==> src/rtl/ats_pkg.sv <==
// ats_pkg: shared widths, FSM encoding and the reserved discard timestamp for the ATS scheduler.
package ats_pkg;
    localparam int TIMESTAMP_WIDTH = 72;
    typedef enum logic [1:0] {ST_IDLE, ST_MUL, ST_CMP, ST_OUT} state_t;
    localparam logic [TIMESTAMP_WIDTH-1:0] DISCARD_TIMESTAMP = '0;
endpackage

==> src/rtl/ats_len_duration.sv <==
// ats_len_duration: registered ceil(len * tpb / 2^frac), the frame's bucket drain duration.
module ats_len_duration #(
    parameter int LEN_WIDTH = 16,
    parameter int TPB_WIDTH = 24,
    parameter int TPB_FRAC_BITS = 8
) (
    input  logic                           clk,
    input  logic                           rst,
    input  logic [LEN_WIDTH-1:0]           len,
    input  logic [TPB_WIDTH-1:0]           tpb,
    output logic [LEN_WIDTH+TPB_WIDTH-1:0] dur
);
    localparam int PW = LEN_WIDTH + TPB_WIDTH + 1;
    localparam logic [PW-1:0] ROUND = PW'((1 << TPB_FRAC_BITS) - 1);
    logic [PW-1:0] prod;
    assign prod = PW'(len) * PW'(tpb) + ROUND;
    always_ff @(posedge clk or posedge rst)
        if (rst) dur <= '0;
        else dur <= (LEN_WIDTH+TPB_WIDTH)'(prod >> TPB_FRAC_BITS);
endmodule

==> src/rtl/ats_eligibility_scheduler.sv <==
// ats_eligibility_scheduler: per-stream ATS token bucket producing eligibility times (0 = discard).
module ats_eligibility_scheduler
    import ats_pkg::*;
#(
    parameter int TIMESTAMP_WIDTH = ats_pkg::TIMESTAMP_WIDTH,
    parameter int LEN_WIDTH = 16,
    parameter int TPB_WIDTH = 24,
    parameter int TPB_FRAC_BITS = 8,
    parameter int CNT_WIDTH = 32
) (
    input  logic                       clk,
    input  logic                       rst,
    input  logic [LEN_WIDTH-1:0]       s_req_frame_len,
    input  logic [TIMESTAMP_WIDTH-1:0] s_req_arrival_time,
    input  logic                       s_req_valid,
    output logic                       s_req_ready,
    output logic [TIMESTAMP_WIDTH-1:0] m_axis_timestamp_tdata,
    output logic                       m_axis_timestamp_tvalid,
    input  logic                       m_axis_timestamp_tready,
    input  logic                       cfg_enable,
    input  logic [TPB_WIDTH-1:0]       cfg_time_per_byte,
    input  logic [TIMESTAMP_WIDTH-1:0] cfg_empty_to_full,
    input  logic [TIMESTAMP_WIDTH-1:0] cfg_max_residence,
    input  logic                       state_clear,
    output logic [CNT_WIDTH-1:0]       discard_count,
    output logic [CNT_WIDTH-1:0]       eligible_count
);
    localparam logic [TIMESTAMP_WIDTH-1:0] ONE = TIMESTAMP_WIDTH'(1);
    state_t state, state_next;
    logic clear_pending, accept, pass, inc_elig, inc_disc;
    logic enable_q;
    logic [LEN_WIDTH-1:0] len_q;
    logic [TPB_WIDTH-1:0] tpb_q;
    logic [TIMESTAMP_WIDTH-1:0] arrival_q, e2f_q, mrt_q;
    logic [TIMESTAMP_WIDTH-1:0] bucket_empty_time, group_elig_time;
    logic [LEN_WIDTH+TPB_WIDTH-1:0] len_dur_raw;
    logic [TIMESTAMP_WIDTH-1:0] len_dur, sched, full, elig_ag, elig, result;

    ats_len_duration #(
        .LEN_WIDTH(LEN_WIDTH),
        .TPB_WIDTH(TPB_WIDTH),
        .TPB_FRAC_BITS(TPB_FRAC_BITS)
    ) u_len_duration (
        .clk(clk),
        .rst(rst),
        .len(len_q),
        .tpb(tpb_q),
        .dur(len_dur_raw)
    );

    always_ff @(posedge clk or posedge rst)
        if (rst) state <= ST_IDLE;
        else state <= state_next;

    always_comb begin
        state_next = state;
        case (state)
            ST_IDLE: state_next = accept ? ST_MUL : ST_IDLE;
            ST_MUL:  state_next = ST_CMP;
            ST_CMP:  state_next = ST_OUT;
            ST_OUT:  state_next = m_axis_timestamp_tready ? ST_IDLE : ST_OUT;
            default: state_next = ST_IDLE;
        endcase
    end

    always_comb begin
        s_req_ready = !rst && state == ST_IDLE && !state_clear && !clear_pending;
        m_axis_timestamp_tvalid = state == ST_OUT;
        accept = s_req_valid && s_req_ready;
    end

    always_comb begin
        len_dur = TIMESTAMP_WIDTH'(len_dur_raw);
        sched = bucket_empty_time + len_dur;
        full = bucket_empty_time + e2f_q;
        elig_ag = arrival_q > group_elig_time ? arrival_q : group_elig_time;
        elig = elig_ag > sched ? elig_ag : sched;
        pass = elig <= arrival_q + mrt_q;
        // Zero is reserved for discard, so a passing time of 0 is nudged to 1.
        result = !enable_q ? (arrival_q == '0 ? ONE : arrival_q)
               : pass ? (elig == '0 ? ONE : elig) : DISCARD_TIMESTAMP;
        inc_elig = state == ST_CMP && (!enable_q || pass);
        inc_disc = state == ST_CMP && enable_q && !pass;
    end

    always_ff @(posedge clk or posedge rst)
        if (rst) begin
            clear_pending <= 1'b0;
            bucket_empty_time <= '0;
            group_elig_time <= '0;
            m_axis_timestamp_tdata <= '0;
            discard_count <= '0;
            eligible_count <= '0;
            enable_q <= 1'b0;
            len_q <= '0;
            tpb_q <= '0;
            arrival_q <= '0;
            e2f_q <= '0;
            mrt_q <= '0;
        end else begin
            if (accept) begin
                len_q <= s_req_frame_len;
                arrival_q <= s_req_arrival_time;
                enable_q <= cfg_enable;
                tpb_q <= cfg_time_per_byte;
                e2f_q <= cfg_empty_to_full;
                mrt_q <= cfg_max_residence;
            end
            if (state == ST_IDLE && (state_clear || clear_pending)) begin
                bucket_empty_time <= '0;
                group_elig_time <= '0;
                clear_pending <= 1'b0;
            end else if (state != ST_IDLE && state_clear) begin
                clear_pending <= 1'b1;
            end
            if (state == ST_CMP) begin
                m_axis_timestamp_tdata <= result;
                if (enable_q && pass) begin
                    group_elig_time <= elig;
                    bucket_empty_time <= elig < full ? sched : sched + elig - full;
                end
            end
            if (inc_elig && eligible_count != '1) eligible_count <= eligible_count + 1'b1;
            if (inc_disc && discard_count != '1) discard_count <= discard_count + 1'b1;
        end
endmodule

==> config.mk <==
export PLATFORM = sky130hd
export DESIGN_NAME = ats_eligibility_scheduler
export DESIGN_NICKNAME = d
export VERILOG_FILES = /design/src/rtl/ats_pkg.sv /design/src/rtl/ats_len_duration.sv /design/src/rtl/ats_eligibility_scheduler.sv
export SDC_FILE = /design/constraint.sdc
export NUM_CORES = 2
export LEC_CHECK = 0
export BUFFER_PORTS_ARGS = -buffer_cell sky130_fd_sc_hd__buf_2
export CORE_MARGIN = 2
export CORE_UTILIZATION = 58
export CTS_BUF_LIST = sky130_fd_sc_hd__clkbuf_2
export CTS_CLUSTER_SIZE = 10
export DETAILED_ROUTE_END_ITERATION = 16
export PLACE_DENSITY = 0.88
export SLEW_MARGIN = 0
export SYNTH_ARGS = -nofsm -noshare
export SYNTH_HDL_FRONTEND = slang
export SYNTH_SLANG_ARGS = --single-unit
==> constraint.sdc <==
create_clock -name clk -period 16.4 [get_ports clk]
set_clock_uncertainty 0.15 [all_clocks]
set_input_delay 1.64 -clock clk [delete_from_list [all_inputs] [get_ports clk]]
set_output_delay 1.64 -clock clk [all_outputs]
set_load 0.02 [all_outputs]
# Word-level counts from Yosys, hierarchy flattened
# Cells that the tools add are included.
# totals
register_bits	573
latchBits	0
mem_bits_rw	0
mem_bits_ro	0
inputBits	262
out_inout_bits	138
wordCells	74
mem_count	0
# op_classes
n_addsub	8
multipliers	1
div_mod_pow	0
magnitude_cmp	4
n_eq_ne	5
shift	0
muxes	18
n_bitwise	0
reduce_logical	24
# op_table
operator	n
$mux 72	13
$add 72x72->72	3
$gt 72x72->1	2
$logic_not 72->1	2
$add 72x33->72	1
$le 72x72->1	1
$lt 72x72->1	1
$sub 72x72->72	1
$add 32x1->32 const B	2
$ne 32x32->1 const B	2
$add 40x8->41 const B	1
$mul 16x24->40	1
$logic_and 1x1->1	12
$pmux 2 s4	1
$logic_not 1->1	5
$eq 2x2->1 const B	2
$reduce_bool 2->1	2
$mux 1	3
$eq 2x1->1 const B	1
$logic_not 2->1	1
$logic_or 1x1->1	2
$mux 2	1

# Longest topological paths before layout
# logic_depth
depth_word	9
mapped_depth	50
mapped_depth_nobuf	46

# Cells and area by module
# A second synthesis with hierarchy kept.
# hier_totals
cells_unflattened	6742
area_unflattened_um2	59953.8
# modules_own_cells
module	n_inst	cells_per_inst	area_each_um2	seq_area_each_um2
ats_eligibility_scheduler	1	5248	46415.8	13513.0
ats_len_duration	1	1494	13538.0	825.8

# Worst setup path after synthesis
# No wires, ideal clock.
# synth_timing
kind	input-to-output
startpoint	input port rst
endpoint	output port s_req_ready
arrival_time_ps	14958
required_ps	14610
slack_ps	-348
path_stages	2
path_buffers	0
cell_sequence	inv_1 -> and3_1
# synth_between
elab_chain_len	4
# synth_rtl
element	line	source
start: declaration	ats_eligibility_scheduler.sv:12	input logic rst,
$logic_not 1->1 (no source line)	--	
$logic_and 1x1->1 (3 in series)	ats_eligibility_scheduler.sv:67	s_req_ready = !rst && state == ST_IDLE && !state_clear && !clear_pending;
end: declaration	ats_eligibility_scheduler.sv:16	output logic s_req_ready,
# No other way between the ends.

# Worst setup path after layout
# layout_timing
startpoint	register arrival_q[66]
endpoint	register eligible_count[31]
# layout_between
elab_chain_len	8
elab_cells_between_ends	9
cone_classes	add/sub (1); order compare (3); mux (2); reduce/logical (3)
# layout_rtl
element	line	source
start: declaration	ats_eligibility_scheduler.sv:34	logic [TIMESTAMP_WIDTH-1:0] arrival_q, e2f_q, mrt_q;
start signal: assignment	ats_eligibility_scheduler.sv:103	arrival_q <= s_req_arrival_time;
$gt 72x72->1	ats_eligibility_scheduler.sv:76	elig_ag = arrival_q > group_elig_time ? arrival_q : group_elig_time;
$mux 72	ats_eligibility_scheduler.sv:76	
$gt 72x72->1	ats_eligibility_scheduler.sv:77	elig = elig_ag > sched ? elig_ag : sched;
$mux 72	ats_eligibility_scheduler.sv:77	
$le 72x72->1 *	ats_eligibility_scheduler.sv:78	pass = elig <= arrival_q + mrt_q;
$logic_or 1x1->1 *	ats_eligibility_scheduler.sv:82	inc_elig = state == ST_CMP && (!enable_q || pass);
$logic_and 1x1->1 *	ats_eligibility_scheduler.sv:82	
$logic_and 1x1->1 *	ats_eligibility_scheduler.sv:123	if (inc_elig && eligible_count != '1) eligible_count <= eligible_count + 1'b1;
end signal: assignment	ats_eligibility_scheduler.sv:123	
end: declaration	ats_eligibility_scheduler.sv:26	output logic [CNT_WIDTH-1:0] eligible_count
# Every way passes the cells marked *; elsewhere a longest branch is shown, timed or not.
# A chain may end at the register's enable or synchronous reset.

==> reports/results.tsv <==
metric	value	unit
fin_crit_sh	91.9	%
final_antenna_net_count	0	
crit_buf_inv	3	
port-buffer-count	399	
crit_family	simple AND/OR/NAND/NOR gates	
avgSynthCellArea	8.83	um^2
clk_latency	1.60	ns
post_cts_buffers	0	
setup_viol	0	
htree_num_levels	4	
cp-end-kind	register	
ys_seq_area_share	24.4	%
grt.total_usage	36.5	%
ys_types	85	
reg2reg_slack	1.33	ns
globalRouteOverflowTotal	0	
cp_data_required_time	17.58	ns
drtIter0Drc	6117	
vias	52800	
hold_class	in -> reg	
yosys.area.top_type	dfrtp_1	
critPathArrivalTime	16.25	ns
drc	0	
fmax	0.0663	GHz
antenna_found_initial	10	
drt-total-wl	191000	um
clkTransAtPathRegs	0.11	ns
rsz0062_at_grt	false	
synth_top_area_share	24.4	%
viasPerCell	6.18	
cts_root_buffer	clkbuf_2	
cts_tree	done	
hold_slack	0.134	ns
core	100000	um^2
numCtsBuffers	160	
critical-path-slowest-cell	nor4_1	
finalNonFillerCells	8544	
drive_gt1_share	14.1	%
critPathKind	reg -> reg	
grt_pass1_vias	51500	
final_cell_area	63800	um^2
cts_buffer_depth	3	
grt_start_max_net_pins	143	
yosysWarnings	0	
syn2layout_area_growth	8.55	%
yosys_register_bits	573	
wl_per_cell	22.3	um
netlist_top_cells_area	dfrtp_1 24%, ha_1 14%, fa_1 13%	
place_area	62100	um^2
setup_tns	0	ns
dp_cells	8230	
io_pins	400	
period_needed	15.07	ns
worstHoldPathCells	2	
cap_violations	0	
syn_inst	6658	
start_util	58.6	%
syn_nets	7969	
startpoint_type	register	
crit_cells	39	
outcome	finished, final reports clean	
layout_commonest_cell	inv_1	
holdBufCountCts	22	
crit_fanout	87	
cts_sinks	573	
gp_congestion	1.01	
dp_hpwl	151000	um
yosys_most_used_dff	dfrtp_1	
reg2reg_depth	39	
num_rows	116	
grt_pass1_wl	292000	um
final_cell_mix	787 x inv_1, 662 x ha_1, 573 x dfrtp_1, 571 x nand2_1, 480 x nor2_1	
dr.pass1.iters	6	
synth_edf_count	0	
final_hold_viol_count	0	
design.die.area	104000	um^2
drv_slew	0	
relSlewSlack	15.8	%
nNetsFinal	8368	
dieWidth	322	um
fp.dieH	322	um
cts_resized	0	
worstMarginPinSlew	1.25	ns
synth_area	58800	um^2
cp_slowest_stage_delay	0.89	ns
async_flop_share	100	%
[logic make-up after synthesis]
logic type / Yosys count / synth area share, %
compound gates: 1462 / 15.7
xor+xnor: 359 / 5.35
fa+ha+maj: 1049 / 27.3
buf+inv: 1035 / 6.65
flops: 573 / 24.4
mux: 267 / 5.11
simple gates: 1913 / 15.5
[through the flow]
step | worst slack [ns] | util (%)
after CTS | 1.67 | 63.6
final | 1.33 | 63.6
after global routing | 0.759 | 63.6
after global placement | 2.05 | 61.9
after detailed placement | 1.80 | 61.9
after floorplan | 3.54 | -
[Yosys cell counts, drive strengths merged, types with 28 or more instances]
| master | number |
|---|---|
| o21bai | 35 |
| a31oi | 32 |
| fa | 387 |
| nor3 | 67 |
| and3 | 41 |
| inv | 792 |
| nand4 | 116 |
| a21oi | 453 |
| clkbuf | 215 |
| nor2 | 481 |
| ha | 662 |
| and4 | 29 |
| a211oi | 37 |
| nand3 | 237 |
| a21o | 265 |
| o21a | 42 |
| o21ai | 348 |
| nor4 | 55 |
| xor2 | 130 |
| nand2b | 50 |
| mux2 | 263 |
| and2 | 141 |
| buf | 28 |
| a221oi | 76 |
| o211ai | 28 |
| nor2b | 57 |
| nand2 | 574 |
| xnor2 | 229 |
| dfrtp | 573 |
[cell type report]
| cell class | count | area [um^2] |
|---|---|---|
| multi-input cells | 5050 | 40600 |
| fillers | 8166 | 36500 |
| flip-flops and latches | 573 | 14300 |
| inverters | 792 | 2980 |
| repair buffers | 480 | 2710 |
| well taps | 1357 | 1700 |
| clock buffers | 202 | 1010 |
| clock inverters | 79 | 445 |
| diodes | 11 | 27.5 |
[worst paths after layout]
| kind | from | endpoint |
|---|---|---|
| max | arrival_q[66] | eligible_count[31] |
| min | s_req_arrival_time[5] | arrival_q[5] |
| max reg2reg | arrival_q[66] | eligible_count[31] |
| min reg2reg | eligible_count[25] | eligible_count[25] |
| max in group asynchronous | rst | eligible_count[5] |
| min in group asynchronous | rst | discard_count[28] |
[registers in the layout, indices dropped and copies added (netlist names), 32 cells and up]
name	cells
group_elig_time	72
eligible_count	32
u_len_duration.dur	33
mrt_q	72
arrival_q	72
discard_count	32
bucket_empty_time	72
e2f_q	72
m_axis_timestamp_tdata	72
[worst register-to-register path: cells and delay by family, from the launching register on]
kind	cells	cell delay [ns]
AOI/OAI and AO/OA	6	2.78
xor gates and xnor gates	1	0.14
adders and majority gates	3	1.00
buffers and inverters	3	1.26
DFF	1	0.50
and+or+nand+nor	26	8.99
[layer usage]
| metal | GRT usage, % | up-vias | part of all wire [%] |
|---|---|---|---|
| met5 | 0 | - | 0.024 |
| met4 | 19.0 | 8 | 5.7 |
| met3 | 7.40 | 524 | 11 |
| met2 | 54.8 | 3152 | 43 |
| met1 | 49.9 | 25400 | 41 |
| li1 | - | 23800 | - |
Power is left out: the tool's default activity adds up to more than one toggle a clock period on the data nets, which glitch-free logic cannot reach.
